--- src/rtl/cdb_arbiter.sv ---
// Common data bus arbiter: per-source FIFOs for EX and LS results, round-robin grant,
// one registered broadcast per cycle, issue stalls and mispredict flush.
module cdb_arbiter #(
    parameter int unsigned NICK_W = 4,
    parameter int unsigned DATA_W = 32,
    parameter int unsigned ADDR_W = 32,
    parameter int unsigned DEPTH  = 4
) (
    input  logic              clk,
    input  logic              rst,
    input  logic              rdy,
    input  logic              flush,
    input  logic              ex_en,
    input  logic [NICK_W-1:0] ex_nick,
    input  logic [DATA_W-1:0] ex_dt,
    input  logic              ex_ac,
    input  logic [ADDR_W-1:0] ex_j_pc,
    input  logic              ls_en,
    input  logic [NICK_W-1:0] ls_nick,
    input  logic [DATA_W-1:0] ls_dt,
    output logic              cdb_en,
    output logic [NICK_W-1:0] cdb_nick,
    output logic [DATA_W-1:0] cdb_dt,
    output logic              cdb_ac,
    output logic [ADDR_W-1:0] cdb_j_pc,
    output logic              cdb_src,
    output logic              ex_stall,
    output logic              ls_stall
);
    localparam int unsigned PTR_W = $clog2(DEPTH);
    localparam int unsigned CNT_W = $clog2(DEPTH + 1);
    localparam int unsigned EX_W  = NICK_W + DATA_W + 1 + ADDR_W;
    localparam int unsigned LS_W  = NICK_W + DATA_W;
    localparam logic [CNT_W-1:0] FULL_CNT  = CNT_W'(DEPTH);
    localparam logic [CNT_W-1:0] STALL_CNT = CNT_W'(DEPTH - 1);

    logic [EX_W-1:0]   r_ex_mem [DEPTH];
    logic [LS_W-1:0]   r_ls_mem [DEPTH];
    logic [PTR_W-1:0]  r_ex_rd, r_ex_wr, r_ls_rd, r_ls_wr;
    logic [CNT_W-1:0]  r_ex_cnt, r_ls_cnt;
    logic              r_last_grant;
    logic              r_cdb_en, r_cdb_ac, r_cdb_src;
    logic [NICK_W-1:0] r_cdb_nick;
    logic [DATA_W-1:0] r_cdb_dt;
    logic [ADDR_W-1:0] r_cdb_j_pc;

    logic [PTR_W-1:0]  w_ex_rd_nxt, w_ex_wr_nxt, w_ls_rd_nxt, w_ls_wr_nxt;
    logic [CNT_W-1:0]  w_ex_cnt_nxt, w_ls_cnt_nxt;
    logic              w_last_grant_nxt;
    logic              w_cdb_en_nxt, w_cdb_ac_nxt, w_cdb_src_nxt;
    logic [NICK_W-1:0] w_cdb_nick_nxt;
    logic [DATA_W-1:0] w_cdb_dt_nxt;
    logic [ADDR_W-1:0] w_cdb_j_pc_nxt;

    logic [EX_W-1:0]   w_ex_in, w_ex_item;
    logic [LS_W-1:0]   w_ls_in, w_ls_item;
    logic [NICK_W-1:0] w_ex_item_nick, w_ls_item_nick;
    logic [DATA_W-1:0] w_ex_item_dt, w_ls_item_dt;
    logic              w_ex_item_ac;
    logic [ADDR_W-1:0] w_ex_item_j_pc;
    logic              w_ex_empty, w_ls_empty, w_ex_cand, w_ls_cand, w_ex_win, w_ls_win;
    logic              w_ex_pop, w_ls_pop, w_ex_push_req, w_ls_push_req, w_ex_push, w_ls_push;
    logic              w_active;

    assign w_active   = rdy && !flush;
    assign w_ex_in    = {ex_nick, ex_dt, ex_ac, ex_j_pc};
    assign w_ls_in    = {ls_nick, ls_dt};
    assign w_ex_empty = (r_ex_cnt == '0);
    assign w_ls_empty = (r_ls_cnt == '0);
    assign w_ex_cand  = !w_ex_empty || ex_en;
    assign w_ls_cand  = !w_ls_empty || ls_en;
    // An empty FIFO lets the incoming result bypass straight to the bus.
    assign w_ex_item  = w_ex_empty ? w_ex_in : r_ex_mem[r_ex_rd];
    assign w_ls_item  = w_ls_empty ? w_ls_in : r_ls_mem[r_ls_rd];
    assign {w_ex_item_nick, w_ex_item_dt, w_ex_item_ac, w_ex_item_j_pc} = w_ex_item;
    assign {w_ls_item_nick, w_ls_item_dt} = w_ls_item;

    assign w_ex_win = w_ex_cand && (!w_ls_cand || r_last_grant);
    assign w_ls_win = w_ls_cand && !w_ex_win;

    assign w_ex_pop      = w_ex_win && !w_ex_empty;
    assign w_ls_pop      = w_ls_win && !w_ls_empty;
    assign w_ex_push_req = ex_en && !(w_ex_win && w_ex_empty);
    assign w_ls_push_req = ls_en && !(w_ls_win && w_ls_empty);
    // A same-cycle pop frees the slot the write pointer is aiming at.
    assign w_ex_push     = w_ex_push_req && ((r_ex_cnt != FULL_CNT) || w_ex_pop);
    assign w_ls_push     = w_ls_push_req && ((r_ls_cnt != FULL_CNT) || w_ls_pop);

    always_comb begin
        w_ex_rd_nxt      = r_ex_rd;
        w_ex_wr_nxt      = r_ex_wr;
        w_ex_cnt_nxt     = r_ex_cnt;
        w_ls_rd_nxt      = r_ls_rd;
        w_ls_wr_nxt      = r_ls_wr;
        w_ls_cnt_nxt     = r_ls_cnt;
        w_last_grant_nxt = r_last_grant;
        w_cdb_en_nxt     = r_cdb_en;
        w_cdb_nick_nxt   = r_cdb_nick;
        w_cdb_dt_nxt     = r_cdb_dt;
        w_cdb_ac_nxt     = r_cdb_ac;
        w_cdb_j_pc_nxt   = r_cdb_j_pc;
        w_cdb_src_nxt    = r_cdb_src;
        if (rdy) begin
            w_cdb_en_nxt   = 1'b0;
            w_cdb_nick_nxt = '0;
            w_cdb_dt_nxt   = '0;
            w_cdb_ac_nxt   = 1'b0;
            w_cdb_j_pc_nxt = '0;
            w_cdb_src_nxt  = 1'b0;
            if (flush) begin
                w_ex_rd_nxt  = '0;
                w_ex_wr_nxt  = '0;
                w_ex_cnt_nxt = '0;
                w_ls_rd_nxt  = '0;
                w_ls_wr_nxt  = '0;
                w_ls_cnt_nxt = '0;
            end else begin
                if (w_ex_pop)  w_ex_rd_nxt = r_ex_rd + 1'b1;
                if (w_ex_push) w_ex_wr_nxt = r_ex_wr + 1'b1;
                if (w_ls_pop)  w_ls_rd_nxt = r_ls_rd + 1'b1;
                if (w_ls_push) w_ls_wr_nxt = r_ls_wr + 1'b1;
                w_ex_cnt_nxt = r_ex_cnt + CNT_W'(w_ex_push) - CNT_W'(w_ex_pop);
                w_ls_cnt_nxt = r_ls_cnt + CNT_W'(w_ls_push) - CNT_W'(w_ls_pop);
                if (w_ex_win) begin
                    w_cdb_en_nxt     = 1'b1;
                    w_cdb_nick_nxt   = w_ex_item_nick;
                    w_cdb_dt_nxt     = w_ex_item_dt;
                    w_cdb_ac_nxt     = w_ex_item_ac;
                    w_cdb_j_pc_nxt   = w_ex_item_j_pc;
                    w_last_grant_nxt = 1'b0;
                end else if (w_ls_win) begin
                    w_cdb_en_nxt     = 1'b1;
                    w_cdb_nick_nxt   = w_ls_item_nick;
                    w_cdb_dt_nxt     = w_ls_item_dt;
                    w_cdb_src_nxt    = 1'b1;
                    w_last_grant_nxt = 1'b1;
                end
            end
        end
    end

    always_ff @(posedge clk) begin
        if (rst) begin
            r_ex_rd      <= '0;
            r_ex_wr      <= '0;
            r_ex_cnt     <= '0;
            r_ls_rd      <= '0;
            r_ls_wr      <= '0;
            r_ls_cnt     <= '0;
            r_last_grant <= 1'b1;
            r_cdb_en     <= 1'b0;
            r_cdb_nick   <= '0;
            r_cdb_dt     <= '0;
            r_cdb_ac     <= 1'b0;
            r_cdb_j_pc   <= '0;
            r_cdb_src    <= 1'b0;
        end else begin
            r_ex_rd      <= w_ex_rd_nxt;
            r_ex_wr      <= w_ex_wr_nxt;
            r_ex_cnt     <= w_ex_cnt_nxt;
            r_ls_rd      <= w_ls_rd_nxt;
            r_ls_wr      <= w_ls_wr_nxt;
            r_ls_cnt     <= w_ls_cnt_nxt;
            r_last_grant <= w_last_grant_nxt;
            r_cdb_en     <= w_cdb_en_nxt;
            r_cdb_nick   <= w_cdb_nick_nxt;
            r_cdb_dt     <= w_cdb_dt_nxt;
            r_cdb_ac     <= w_cdb_ac_nxt;
            r_cdb_j_pc   <= w_cdb_j_pc_nxt;
            r_cdb_src    <= w_cdb_src_nxt;
        end
    end

    always_ff @(posedge clk) begin
        if (!rst && w_active && w_ex_push) r_ex_mem[r_ex_wr] <= w_ex_in;
        if (!rst && w_active && w_ls_push) r_ls_mem[r_ls_wr] <= w_ls_in;
    end

    always_ff @(posedge clk) begin
        if (!rst && w_active) begin
            assert (!(w_ex_push_req && !w_ex_push)) else $error("cdb_arbiter: EX FIFO overflow");
            assert (!(w_ls_push_req && !w_ls_push)) else $error("cdb_arbiter: LS FIFO overflow");
        end
    end

    assign cdb_en   = r_cdb_en;
    assign cdb_nick = r_cdb_nick;
    assign cdb_dt   = r_cdb_dt;
    assign cdb_ac   = r_cdb_ac;
    assign cdb_j_pc = r_cdb_j_pc;
    assign cdb_src  = r_cdb_src;
    assign ex_stall = (r_ex_cnt >= STALL_CNT);
    assign ls_stall = (r_ls_cnt >= STALL_CNT);

endmodule

--- config.mk ---
export PLATFORM = sky130hd
export DESIGN_NAME = cdb_arbiter
export DESIGN_NICKNAME = d
export VERILOG_FILES = /design/src/rtl/cdb_arbiter.sv
export SDC_FILE = /design/constraint.sdc
export NUM_CORES = 1
export LEC_CHECK = 0
export ABC_AREA = 1
export BUFFER_PORTS_ARGS = -buffer_cell sky130_fd_sc_hd__buf_4
export CORE_AREA = 2 2 190 210
export DETAILED_ROUTE_END_ITERATION = 8
export DIE_AREA = 0 0 192 212
export GPL_TIMING_DRIVEN = 0
export PLACE_DENSITY = 0.74
export SYNTH_ARGS = -nofsm -noshare
export SYNTH_HDL_FRONTEND = slang
export SYNTH_SLANG_ARGS = --single-unit
--- constraint.sdc ---
create_clock -name clk -period 7.3 [get_ports clk]
set_input_delay 1.095 -clock clk [delete_from_list [all_inputs] [get_ports clk]]
set_output_delay 1.095 -clock clk [all_outputs]
set_load 0.005 [all_outputs]
==> flow_metrics.tcl, run 1 <==
set metrics [dict create \
    status "finished clean" \
    power_frac_seq_pct 51.3 \
    top_layer_used "met5" \
    finalInstanceArea_mm2 0.0250 \
    hold_buffers 0 \
    instances_no_fill 2710 \
    slew_headroom_pct 35.9 \
    cp-start-kind "input port" \
    path_class "input port to flip-flop" \
    ys_ff_latch 510 \
    postCtsSetupRepairBufs 0 \
    wl_met1_um 21000 \
    async_reset_ff_share_pct 0 \
    syn_to_final_growth_pct 19.3 \
    post_cts_resized 0 \
    synth-main-ff-cell "edfxtp_1" \
    cts-root-buf "clkbuf_16" \
    cts_htree_levels 2 \
    dpl.cell_count 2619 \
    routedWlPerCell_um 20.2 \
    slew_viol_final 0 \
    place_congestion 0.807 \
    final_hold_viol_count 0 \
    syn_nets 2042 \
    cts_tree "yes" \
    min_path_type "flip-flop to flip-flop" \
    fillers 2909 \
    io_pins 184 \
    overflow 0 \
    path_max_fanout 27 \
    diodes 0 \
    slowest_delay_ns 0.81 \
    die_h_um 212 \
    switching_share_pct 23.1 \
    drtIter0Drc 1480 \
    power_frac_clock_pct 40.6 \
    fin_util_pct 64.4 \
    synth_edf_count 420 \
    syn_area_mm2 0.0209 \
    yosysUniqueCellTypes 35 \
    totalPowerFinal_mw 6.22 \
    wl_met2_um 27200 \
    end_kind "flip-flop" \
    dpl_worst_slack_ns 3.57 \
    fmax_mhz 316 \
    syn_area_per_cell_um2 10.9 \
    fin_setup_tns_ns 0 \
    drv_cap 0 \
    via_per_inst 5.68 \
    dieArea_mm2 0.0407 \
    vias 15400 \
    grt_pass1_vias 14900 \
    drtPass1Iterations 5 \
    yosys-top-cells-area "edfxtp_1, nand2_1, dfxtp_1" \
    grt_antenna_before_repair 2 \
    numCtsBuffers 49 \
    leakage_nw 9.34 \
    crit_top_cell "nor2_2" \
    syn_inst 1915 \
    grt_max_degree 28 \
    io_buffers 182 \
    required_ns 7.57 \
    layout.nets 2290 \
    grt_pass1_wl_um 82900 \
    drive_above_1_share_pct 16.9 \
    insertion_delay_ns 0.59 \
    dr_wl_met3_um 4850 \
    rsz0062_at_grt "no" \
    clkTransAtPathRegs_ns 0.06 \
    setup_violations 0 \
    slowest_stage "nor2_4" \
    setup_ws_ns 4.14 \
    worstMarginPinSlew_ns 0.960 \
    min_period_over_period_pct 43.3 \
    power.share.combinational_pct 8.1 \
    fin_crit_ns 3.16 \
    vdd.ir_drop.worst_mv 0.195 \
    ys_warn_count 0 \
    synth_top_area_share_pct 60.2 \
    grt_use_total_pct 27.0 \
    rows 76 \
    placed_area_mm2 0.0234 \
    yosys.area.top_type "edfxtp_1" \
    dp.final_hpwl_um 37100 \
    path_cells "buf_4 -> inv_2 -> nor2_2 -> inv_1 -> nor2_2 -> nand2_1 -> nor2_4 -> buf_12" \
    p_per_area_mw_per_mm2 249 \
    die_x_um 192 \
    cts_sinks 510 \
    routed_wl_um 54800 \
    clockBufferDepth 3 \
    initial_utilization_pct 54.0 \
    worst-r2r-setup-slack_ns 4.50 \
    holdWs_ns 0.464 \
    crit_arrival_ns 3.43 \
    drtAntennaViolNets 0 \
    yosysSeqAreaShare_pct 68.8 \
    drc 0 \
    p_int_mw 4.79 \
    finClkSkew_ns 0.0189 \
    coreArea_mm2 0.0388 \
    p_switching_mw 1.43 \
]
per-layer routing:
metal	global-route usage [%]	vias up
met5	0	-
met4	10.0	4
met3	4.49	112
met2	46.0	730
met1	35.0	7357
li1	-	7183
worst paths after layout:
kind,from,to,depth (start not counted)
max reg2reg,r_ls_cnt[1],r_ex_mem[0][2],10
min,cdb_j_pc[26],cdb_j_pc[26],2
min reg2reg,cdb_j_pc[26],cdb_j_pc[26],2
max,rdy,r_ex_mem[0][2],8
power by group through the flow:
stage          logic (mW)  clock network [mW]  registers [mW]
5_1_grt             0.551                2.65            3.19
3_3_place_gp        0.480                   0            3.25
2_1_floorplan       0.262                   0            3.25
6_report            0.504                2.53            3.19
3_5_place_dp        0.497                   0            3.25
4_1_cts             0.500                2.54            3.19
cell usage in the layout, fill, tap and decap left out, types with 13 or more instances in the layout:
| cell | netlist | final |
|---|---|---|
| clkbuf_16 | 0 | 53 |
| a21oi_1 | 71 | 71 |
| buf_4 | 13 | 195 |
| o21ai_0 | 98 | 98 |
| inv_1 | 55 | 55 |
| ha_1 | 14 | 14 |
| o2111ai_1 | 40 | 40 |
| nand2_1 | 536 | 536 |
| nand3_1 | 217 | 217 |
| o21ai_1 | 23 | 23 |
| edfxtp_1 | 420 | 420 |
| nor2_1 | 167 | 159 |
| o211ai_1 | 13 | 13 |
| dfxtp_1 | 90 | 90 |
| buf_2 | 56 | 56 |
| clkbuf_1 | 42 | 52 |
cells in the mapped netlist, types with 23 or more instances:
cell       count
edfxtp_1     420
nand2_1      536
buf_2         56
nand3_1      217
nor2_1       167
o2111ai_1     40
o21ai_0       98
dfxtp_1       90
o21ai_1       23
inv_1         55
a21oi_1       71
clkbuf_1      42
sequential cells by signal, indices dropped and copies added, names as in the netlist, named ones only:
register,count
cdb_ac,1
r_ls_mem,144
cdb_src,1
r_ex_rd,2
r_ls_wr,2
r_ex_mem,276
r_last_grant,1
cdb_j_pc,32
cdb_nick,4
cdb_dt,32
r_ex_cnt,3
cdb_en,1
r_ex_wr,2
r_ls_rd,2
r_ls_cnt,3
final cells by class:
type / instances / area (µm²) / area share (%)
plain buffers: 124 / 626 / 2.50
clock buffers: 71 / 1470 / 5.90
clock inverters: 20 / 138 / 0.551
inverters: 64 / 243 / 0.972
multi-input cells: 1217 / 5720 / 22.9
flip-flops and latches: 510 / 14400 / 57.7
well taps: 507 / 634 / 2.54
repair buffers: 197 / 1730 / 6.91
kinds of logic after synthesis:
logic type / synth area share [%]
buffers and inverters: 4.15
AO/OA/AOI/OAI: 7.69
XOR/XNOR: 0.0418
flip-flops: 68.8
AND/OR/NAND/NOR: 18.3
adder cells (fa/ha/maj): 1.03
worst max-delay path: cells and delay by family:
family	cells	cell delay (ns)
and+or+nand+nor	4	1.62
buffers and inverters	4	0.70
(Power assumes the default switching activity.)
==> run 2, diff against run 1 <==
--- a/config.mk
+++ b/config.mk
@@ -5,11 +5,11 @@
 export SDC_FILE = /design/constraint.sdc
 export NUM_CORES = 1
 export LEC_CHECK = 0
-export ABC_AREA = 1
+export ABC_AREA = 0
 export BUFFER_PORTS_ARGS = -buffer_cell sky130_fd_sc_hd__buf_4
-export CORE_AREA = 2 2 190 210
+export CORE_AREA = 2 2 186 206
 export DETAILED_ROUTE_END_ITERATION = 8
-export DIE_AREA = 0 0 192 212
+export DIE_AREA = 0 0 188 208
 export GPL_TIMING_DRIVEN = 0
 export PLACE_DENSITY = 0.74
 export SYNTH_ARGS = -nofsm -noshare
==> constraint.sdc (replaced) <==
create_clock -name clk -period 3.25 [get_ports clk]
set_input_delay 0.4875 -clock clk [delete_from_list [all_inputs] [get_ports clk]]
set_output_delay 0.4875 -clock clk [all_outputs]
set_load 0.005 [all_outputs]
==> flow_metrics.tcl, run 2 <==
set metrics [dict create \
    status "finished clean" \
    fmax_mhz 337 \
    final_common_cell "edfxtp_1" \
    syn_area_per_cell_um2 17.6 \
    synth_adder_area_share_pct 1.07 \
    fillers 2597 \
    finalInstanceArea_mm2 0.0239 \
    path_class "flip-flop to flip-flop" \
    drtIter0Drc 1127 \
    worst-r2r-setup-slack_ns 0.28 \
    drv_cap 0 \
    grt_max_degree 47 \
    vias 11100 \
    rows 74 \
    io_buffers 182 \
    instances_no_fill 1917 \
    synth_edf_count 420 \
    place_congestion 0.845 \
    synth_common_cells "edfxtp_1, mux4_2, nand2_1" \
    placed_area_mm2 0.0222 \
    hold_start "ex_dt[29]" \
    ys_ff_latch 510 \
    synth_xor_area_share_pct 0.131 \
    required_ns 3.68 \
    synth_top_family_by_area "multiplexers" \
    min_period_over_period_pct 91.4 \
    holdPathStages 1 \
    ff2ff_path_depth 13 \
    syn_to_final_growth_pct 19.0 \
    drtPass1Iterations 5 \
    layout.nets 1508 \
    die_h_um 208 \
    setup_ws_ns 0.280 \
    slew_headroom_pct 36.6 \
    cp-start-kind "flip-flop" \
    synthMuxAreaShare_pct 14.5 \
    routedWlPerCell_um 22.6 \
    path_max_fanout 8 \
    coreArea_mm2 0.0369 \
    dp.final_hpwl_um 28400 \
    cts_sinks 510 \
    yosysUniqueCellTypes 54 \
    clkTransAtPathRegs_ns 0.06 \
    reg_top3 "r_ex_mem: 276 flops, r_ls_mem: 144 flops" \
    overflow 0 \
    cts_htree_levels 2 \
    registers.top_by_ff_count "r_ex_mem" \
    yosys-top-cells-area "edfxtp_1, mux4_2, dfxtp_1" \
    io_pins 184 \
    final_hold_viol_count 0 \
    initial_utilization_pct 54.3 \
    yosys.area.top_type "edfxtp_1" \
    synth.most_common_cell "edfxtp_1" \
    largest_reg_flops 276 \
    cts_tree "yes" \
    r2r_end "r_ls_cnt[2]" \
    die_x_um 188 \
    syn_nets 1267 \
    min_path_type "input port to flip-flop" \
    synth-main-ff-cell "edfxtp_1" \
    numCtsBuffers 49 \
    end_kind "flip-flop" \
    syn_inst 1140 \
    setup_violations 0 \
    insertion_delay_ns 0.57 \
    synth-simple-area-share_pct 5.40 \
    slowest_delay_ns 0.46 \
    syn_area_mm2 0.0201 \
    routed_wl_um 43300 \
    via_per_inst 5.78 \
    rsz0062_at_grt "no" \
    holdWs_ns 0.130 \
    crit_top_cell "inv_1" \
    hold_buffers 0 \
    clockBufferDepth 3 \
    slowest_stage "o41ai_4" \
    p_per_area_mw_per_mm2 565 \
    drtAntennaViolNets 0 \
    leakage_nw 8.11 \
    dpl_worst_slack_ns 0.165 \
    crit_arrival_ns 3.40 \
    timing.rr.start "r_ex_cnt[1]" \
    vdd.ir_drop.worst_mv 0.433 \
    finClkSkew_ns 0.0138 \
    cts-root-buf "clkbuf_16" \
    fin_crit_ns 2.97 \
    async_reset_ff_share_pct 0 \
    ys_warn_count 0 \
    slew_viol_final 0 \
    grt_use_total_pct 22.4 \
    dpl.cell_count 1824 \
    drc 0 \
    dieArea_mm2 0.0391 \
    synth_compound_area_share_pct 5.07 \
    yosysSeqAreaShare_pct 71.9 \
    drive_above_1_share_pct 29.6 \
    path_cells "buf_2 -> o41ai_4 -> xnor2_1 -> o21a_1 -> inv_1 -> ha_1 -> inv_1 -> ha_1 -> inv_1 -> fa_1 -> xnor2_1 -> a22oi_1 -> nor2_1" \
    whs_endpoint "r_ex_mem[2][62]" \
    synth_top_area_share_pct 62.9 \
    grt_antenna_before_repair 3 \
    grt_pass1_vias 11300 \
    worstMarginPinSlew_ns 0.951 \
    worstSetupStartpoint "r_ex_cnt[1]" \
    grt_pass1_wl_um 66600 \
    final_cell_mix "edfxtp_1, buf_4, mux4_2" \
]
run 2: cell types whose count changed after synthesis, moves of 37 or more:
cell,change
nor2_1,-158
nand2_1,-442
and3_1,+45
mux4_2,+105
nand3_1,-214
o21ai_0,-62
inv_1,-43
mux2i_1,+54
buf_2,-37
o2111ai_1,-40
run 2: layout make-up:
type | count | area [µm²] | share of cell area (%)
Multi-Input combinational cell | 544 | 5290 | 22.2
Buffer | 71 | 335 | 1.40
Clock buffer | 65 | 1320 | 5.51
Inverter | 15 | 56.3 | 0.236
Timing Repair Buffer | 190 | 1550 | 6.49
Antenna cell | 2 | 5.00 | 0.0210
Clock inverter | 26 | 285 | 1.19
Tap cell | 494 | 618 | 2.59
Sequential cell | 510 | 14400 | 60.4
run 2: worst max path at each step:
stage          cells past startpoint  slack [ns]        endpoint
6_report                          13        0.28     r_ls_cnt[2]
2_1_floorplan                      4        0.56  r_ls_mem[0][0]
5_1_grt                           13        0.08     r_ls_cnt[2]
4_1_cts                           13        0.17     r_ls_cnt[2]
3_3_place_gp                       4       -0.50  r_ls_mem[1][8]
3_5_place_dp                      13        0.17     r_ls_cnt[2]
run 2: through the flow:
| step | setup TNS, ns | util, % | total power, mW |
|---|---|---|---|
| after global routing | 0 | 64.6 | 13.9 |
| after global placement | -133.57 | 59.7 | 7.93 |
| final | 0 | 64.6 | 13.5 |
| after detailed placement | 0 | 60.2 | 7.95 |
| after CTS | 0 | 64.5 | 13.6 |
| after floorplan | 0 | - | 7.59 |
run 2: repair_timing:
item                       in CTS  in global routing
buffers inserted                0                  0
setup endpoints to repair       0                  1
resized for setup               0                  3
run 2: critical path, delay by kind of cell (launching register included):
family / cells / cell delay [ns]
AOI/OAI and AO/OA: 3 / 0.87
buffers and inverters: 4 / 0.37
xor gates and xnor gates: 2 / 0.37
and+or+nand+nor: 1 / 0.06
adders and majority gates: 3 / 0.82
DFF: 1 / 0.34
run 2: kinds of logic after synthesis:
family | count (synthesis)
AOI/OAI and AO/OA | 161
xor gates and xnor gates | 3
adders and majority gates | 16
buffers and inverters | 86
DFF | 510
muxes | 159
and+or+nand+nor | 205
run 2: power breakdown:
part,internal (mW),switching (mW),total (mW)
Sequential,7.12,0.0381,7.15
Combinational,0.298,0.366,0.663
Clock,3.33,2.33,5.66
Total,10.7,2.73,13.5
run 2: metal layers:
metal  wire (µm)  global-route usage (%)
met2       21500                    37.1
met3        3130                    4.66
met1       17700                    30.3
met4         954                    6.22
met5          13                       0
